## config.mk

```make
export PLATFORM = sky130hd
export DESIGN_NAME = membus_arbiter
export DESIGN_NICKNAME = d
export VERILOG_FILES = /design/src/rtl/membus_pkg.sv /design/src/rtl/membus_arb_pick.sv /design/src/rtl/membus_arbiter.sv
export SDC_FILE = /design/constraint.sdc
export NUM_CORES = 1
export LEC_CHECK = 0
export BUFFER_PORTS_ARGS = -buffer_cell sky130_fd_sc_hd__buf_4
export CORE_AREA = 2 2 119 121
export DETAILED_ROUTE_END_ITERATION = 10
export DIE_AREA = 0 0 121 123
export SETUP_SLACK_MARGIN = 0.3
export SYNTH_ARGS = -nofsm -noshare
export SYNTH_HDL_FRONTEND = slang
export SYNTH_SLANG_ARGS = --single-unit
```

## constraint.sdc

```tcl
create_clock -name clk -period 2 [get_ports clk]
set_input_delay 0.2 -clock clk [delete_from_list [all_inputs] [get_ports clk]]
set_output_delay 0.2 -clock clk [all_outputs]
set_load 0.03 [all_outputs]
```

## src/rtl/membus_pkg.sv

```systemverilog
`default_nettype none
// ============================================================================
// Module   : membus_pkg
// Purpose  : Shared state encoding, one-hot grant constants and defaults for
//            the two-master memory-bus arbiter.
// Revision : 1.0 - initial release
// ============================================================================
package membus_pkg;

    typedef enum logic [0:0] {
        IDLE = 1'b0,
        BUSY = 1'b1
    } state_t;

    localparam logic [1:0]  GNT_NONE          = 2'b00;
    localparam logic [1:0]  GNT_M0            = 2'b01;
    localparam logic [1:0]  GNT_M1            = 2'b10;
    localparam logic [31:0] ERR_RDATA_DEFAULT = 32'hDEAD_BEEF;

endpackage
`default_nettype wire

```

## src/rtl/membus_arb_pick.sv

```systemverilog
`default_nettype none
// ============================================================================
// Module   : membus_arb_pick
// Purpose  : Combinational two-way winner selection, round-robin or fixed
//            priority, producing a one-hot grant.
// Revision : 1.0 - initial release
// ============================================================================
module membus_arb_pick
    import membus_pkg::*;
#(
    parameter int ROUND_ROBIN = 1
) (
    input  logic       valid0,
    input  logic       valid1,
    input  logic       last_m1,
    output logic [1:0] pick
);

    always_comb begin
        pick = GNT_NONE;
        if (valid0 && valid1) begin
            // Under round-robin the master not served last wins the tie.
            pick = ((ROUND_ROBIN != 0) && !last_m1) ? GNT_M1 : GNT_M0;
        end else if (valid0) begin
            pick = GNT_M0;
        end else if (valid1) begin
            pick = GNT_M1;
        end
    end

endmodule
`default_nettype wire

```

## src/rtl/membus_arbiter.sv

```systemverilog
`default_nettype none
// ============================================================================
// Module   : membus_arbiter
// Purpose  : Two-master arbiter for the valid/ready memory bus with
//            per-transaction grant locking. Optional watchdog enabled by
//            defining MEMBUS_ARB_TIMEOUT_EN.
// Revision : 1.0 - initial release
// ============================================================================
module membus_arbiter
    import membus_pkg::*;
#(
    parameter int          ROUND_ROBIN    = 1,
    parameter int          TIMEOUT_CYCLES = 255,
    parameter logic [31:0] ERR_RDATA      = ERR_RDATA_DEFAULT
) (
    input  logic        clk,
    input  logic        resetn,
    input  logic        m0_valid,
    input  logic [3:0]  m0_wstrb,
    input  logic [31:0] m0_addr,
    input  logic [31:0] m0_wdata,
    output logic        m0_ready,
    output logic [31:0] m0_rdata,
    input  logic        m1_valid,
    input  logic [3:0]  m1_wstrb,
    input  logic [31:0] m1_addr,
    input  logic [31:0] m1_wdata,
    output logic        m1_ready,
    output logic [31:0] m1_rdata,
    output logic        s_valid,
    output logic [3:0]  s_wstrb,
    output logic [31:0] s_addr,
    output logic [31:0] s_wdata,
    input  logic        s_ready,
    input  logic [31:0] s_rdata,
    output logic [1:0]  grant,
    output logic        timeout
);

    localparam logic [15:0] c_WDOG_LAST = 16'(TIMEOUT_CYCLES - 1);

    state_t      r_state, w_state_nxt;
    logic [1:0]  r_grant, w_grant_nxt;
    logic        r_last_m1, w_last_nxt;
    logic [1:0]  w_pick;
    logic        w_busy, w_gnt_valid, w_fire, w_done;
    logic [31:0] w_rdata_src;

    membus_arb_pick #(
        .ROUND_ROBIN (ROUND_ROBIN)
    ) u_pick (
        .valid0  (m0_valid),
        .valid1  (m1_valid),
        .last_m1 (r_last_m1),
        .pick    (w_pick)
    );

    assign w_busy      = (r_state == BUSY);
    assign w_gnt_valid = (r_grant[0] & m0_valid) | (r_grant[1] & m1_valid);

`ifdef MEMBUS_ARB_TIMEOUT_EN
    logic [15:0] r_wdog;

    // Held at zero while idle, so every transaction starts counting from 0.
    always_ff @(posedge clk) begin
        if (!resetn) begin
            r_wdog <= 16'd0;
        end else if (!w_busy) begin
            r_wdog <= 16'd0;
        end else if (!s_ready) begin
            r_wdog <= r_wdog + 16'd1;
        end
    end

    assign w_fire = w_busy & w_gnt_valid & ~s_ready & (r_wdog == c_WDOG_LAST);
`else
    logic w_unused_cfg;
    assign w_unused_cfg = ^c_WDOG_LAST;
    assign w_fire       = 1'b0;
`endif

    // A completion needs the owner still requesting; otherwise it is an abort.
    assign w_done = w_busy & w_gnt_valid & (s_ready | w_fire);

    always_ff @(posedge clk) begin
        if (!resetn) begin
            r_state   <= IDLE;
            r_grant   <= GNT_NONE;
            r_last_m1 <= 1'b1;
        end else begin
            r_state   <= w_state_nxt;
            r_grant   <= w_grant_nxt;
            r_last_m1 <= w_last_nxt;
        end
    end

    always_comb begin
        w_state_nxt = r_state;
        w_grant_nxt = r_grant;
        w_last_nxt  = r_last_m1;
        case (r_state)
            IDLE: begin
                if (w_pick != GNT_NONE) begin
                    w_state_nxt = BUSY;
                    w_grant_nxt = w_pick;
                end
            end
            BUSY: begin
                if (w_done) begin
                    w_state_nxt = IDLE;
                    w_grant_nxt = GNT_NONE;
                    w_last_nxt  = r_grant[1];
                end else if (!w_gnt_valid) begin
                    w_state_nxt = IDLE;
                    w_grant_nxt = GNT_NONE;
                end
            end
            default: begin
                w_state_nxt = IDLE;
                w_grant_nxt = GNT_NONE;
            end
        endcase
    end

    always_comb begin
        s_wstrb = 4'h0;
        s_addr  = 32'h0;
        s_wdata = 32'h0;
        if (r_grant == GNT_M0) begin
            s_wstrb = m0_wstrb;
            s_addr  = m0_addr;
            s_wdata = m0_wdata;
        end else if (r_grant == GNT_M1) begin
            s_wstrb = m1_wstrb;
            s_addr  = m1_addr;
            s_wdata = m1_wdata;
        end
    end

    assign w_rdata_src = w_fire ? ERR_RDATA : s_rdata;
    assign s_valid     = w_busy & w_gnt_valid & ~w_fire;
    assign m0_ready    = r_grant[0] & w_done;
    assign m1_ready    = r_grant[1] & w_done;
    assign m0_rdata    = r_grant[0] ? w_rdata_src : 32'h0;
    assign m1_rdata    = r_grant[1] ? w_rdata_src : 32'h0;
    assign grant       = r_grant;
    assign timeout     = w_fire;

endmodule
`default_nettype wire

```

==> impl_metrics.env <==
export IMPL_clkTransAtPathRegs_ns=0.03
export IMPL_setup_slack_ns=0.307
export IMPL_place_ws_ns=0.410
export IMPL_post_route_period_util=0.847
export IMPL_clkLatencyLatePin_ns=0.22
export IMPL_synth_area_leader_cell="a22o_1"
export IMPL_rows=43
export IMPL_crit_family="buffers and inverters"
export IMPL_worstPathRequired_ns=1.80
export IMPL_netlist_area_um2=1380
export IMPL_cts_root_buf="clkbuf_16"
export IMPL_drc=0
export IMPL_drive_above_1_share=0.676
export IMPL_finalSetupViolCount=0
export IMPL_cap_viol_max_count=0
export IMPL_die_h_um=123
export IMPL_ys_seq_area_frac=0.0581
export IMPL_finalCriticalPeriod_ns=1.69
export IMPL_fmax_ghz=0.591
export IMPL_grt_pass1_vias=2535
export IMPL_ir_drop_mv=0.417
export IMPL_grt_pass1_wl_um=15400
export IMPL_cts_buffers=3
export IMPL_crit_chain="nor2b_4 > bufbuf_16 > a22o_1 > buf_4"
export IMPL_dp_hpwl_um=9110
export IMPL_drv_slew=0
export IMPL_crit_arrival_ns=1.49
export IMPL_syn_avg_cell_area_um2=7.33
export IMPL_synth_seq_cells=4
export IMPL_cpMaxStageDelayCell="dfxtp_2"
export IMPL_fillers=1438
export IMPL_max_stage_delay_ns=0.36
export IMPL_clock_sinks=4
export IMPL_utilization=0.297
export IMPL_routedWlPerCell_um=17.3
export IMPL_synth_warnings=0
export IMPL_hold_viol_final=0
export IMPL_yosysTopAreaCellShare=0.432
export IMPL_core_um2=13600
export IMPL_start_util=0.101
export IMPL_die_w_um=121
export IMPL_worstSetupStartpointType="flop"
export IMPL_drt_iter0_drc=101
export IMPL_firstDrtPassIters=4
export IMPL_die_area_um2=14900
export IMPL_grt_usage=0.133
export IMPL_io_pin_count=311
export IMPL_syn2layout_area_growth_pct=193
export IMPL_port_buffers=309
export IMPL_leakagePower_nw=2.18
export IMPL_globalRouteOverflowTotal=0
export IMPL_netlist_instances=188
export IMPL_ys_top_cells_by_area="a22o_1, and2_1, dfxtp_1, buf_2, buf_6"
export IMPL_crit_type="reg -> out"
export IMPL_timing_hold_ws_ns=0.209
export IMPL_crit_fanout=22
export IMPL_cp_num_buf_inv=2
export IMPL_outcome="finished, final reports clean"
export IMPL_finalPower_mw=1.65
export IMPL_antenna_found_initial=0
export IMPL_hp_class="in -> reg"
export IMPL_cts_tree="built"
export IMPL_insertedDiodeCount=0
export IMPL_synthDistinctLibCells=23
export IMPL_htreeDepth=1
export IMPL_rsz0062_at_grt="true"
export IMPL_layout_nets=659
export IMPL_power_density_nw_per_um2=408
export IMPL_end_kind="output port"
export IMPL_antenna_left=0
export IMPL_grt_start_max_net_pins=39
export IMPL_num_vias=2724
export IMPL_wl_um=11500
export IMPL_viasPerCell=4.10
export IMPL_skew_ns=0.00164
export IMPL_cts_buffer_depth=2
export IMPL_synth_nets=361
export IMPL_setup_tns_ns=0
export IMPL_place_gp_congestion=0.804
[registers in the layout, summed over array words and instances (netlist names)]
register	flops
grant	2
r_state	1
r_last_m1	1
[worst register-to-register path, stage by stage, from the launching register on]
cell	delay, ns
dfxtp_2	0.36
buf_6	0.24
nor2_1	0.10
a2bb2oi_1	0.13
o32ai_1	0.32
[final cells by class]
type / instances / area (µm²) / share of cell area
Timing Repair Buffer: 319 / 2490 / 0.617
Multi-Input combinational cell: 157 / 1160 / 0.288
Tap cell: 180 / 225 / 0.0557
Sequential cell: 4 / 82.6 / 0.0204
Clock buffer: 3 / 75.1 / 0.0186
Inverter: 1 / 3.75 / 0.000929
[through the flow]
| stage | area [µm²] | std cells |
|---|---|---|
| finish | 4040 | 664 |
| global route | 4040 | 664 |
| CTS | 4040 | 663 |
| detailed placement | 3850 | 656 |
| global placement | 3850 | 656 |
| floorplan | 1380 | 188 |
[report_power, final]
part | internal, mW | switching (mW) | total [mW] | leakage (nW)
Combinational | 0.587 | 0.667 | 1.25 | 2.11
Sequential | 0.0866 | 0.00804 | 0.0946 | 0.0337
Clock | 0.255 | 0.0485 | 0.303 | 0.0370
[what timing repair did]
| item | 4_1_cts | 5_1_grt |
|---|---|---|
| hold buffers | 0 | 0 |
| setup endpoints to repair | 28 | 26 |
| setup buffers | 2 | 1 |
| gates cloned | 2 | 0 |
| hold endpoints to repair | 0 | 0 |
| gates resized for setup | 7 | 0 |
[final timing paths]
path	from	end	slack, ns	cells after the start
hold reg to reg	r_last_m1$_SDFFE_PN1P_	r_last_m1$_SDFFE_PN1P_	0.53	2
setup reg to reg	grant[0]$_SDFFE_PN0P_	grant[0]$_SDFFE_PN0P_	0.71	4
hold / removal	resetn	r_last_m1$_SDFFE_PN1P_	0.21	2
setup / recovery	grant[1]$_SDFFE_PN0P_	s_wdata[18]	0.31	4
[cells by family after synthesis]
kind of cell / count (synthesis) / share of synthesized area
buffers and inverters: 27 / 0.113
flip-flops: 4 / 0.0581
AND/OR/NAND/NOR: 76 / 0.337
other: 1 / 0.00272
AO/OA/AOI/OAI: 80 / 0.490
[cell usage in the layout (no fill, tap or decap), drive strengths merged]
master and count:
a21o 1, a21oi 3, a22o 68, a22oi 1
a2bb2oi 1, and2 64, buf 318, bufbuf 1
clkbuf 3, conb 1, dfxtp 4, inv 1
nand2 2, nand3 2, nor2 2, nor2b 5
nor3b 1, o211ai 1, o21ai 3, o311a 1
o32ai 1
[per-layer routing]
layer,track usage,vias up,part of all wire
met3,0.0392,2,0.098
met1,0.178,1291,0.41
met2,0.224,140,0.49
li1,-,1291,-
met4,0.00654,0,0.0053
met5,0,-,0
[synthesized netlist by cell type, drive strengths merged]
cell,count
a21oi,3
nor2,2
nor2b,5
and2,64
a21o,1
o211ai,1
o21ai,3
a2bb2oi,1
nor3b,1
clkbuf,7
a22o,68
a22oi,1
o32ai,1
buf,19
o311a,1
conb,1
inv,1
dfxtp,4
nand2,2
nand3,2
(Power assumes the default switching activity.)
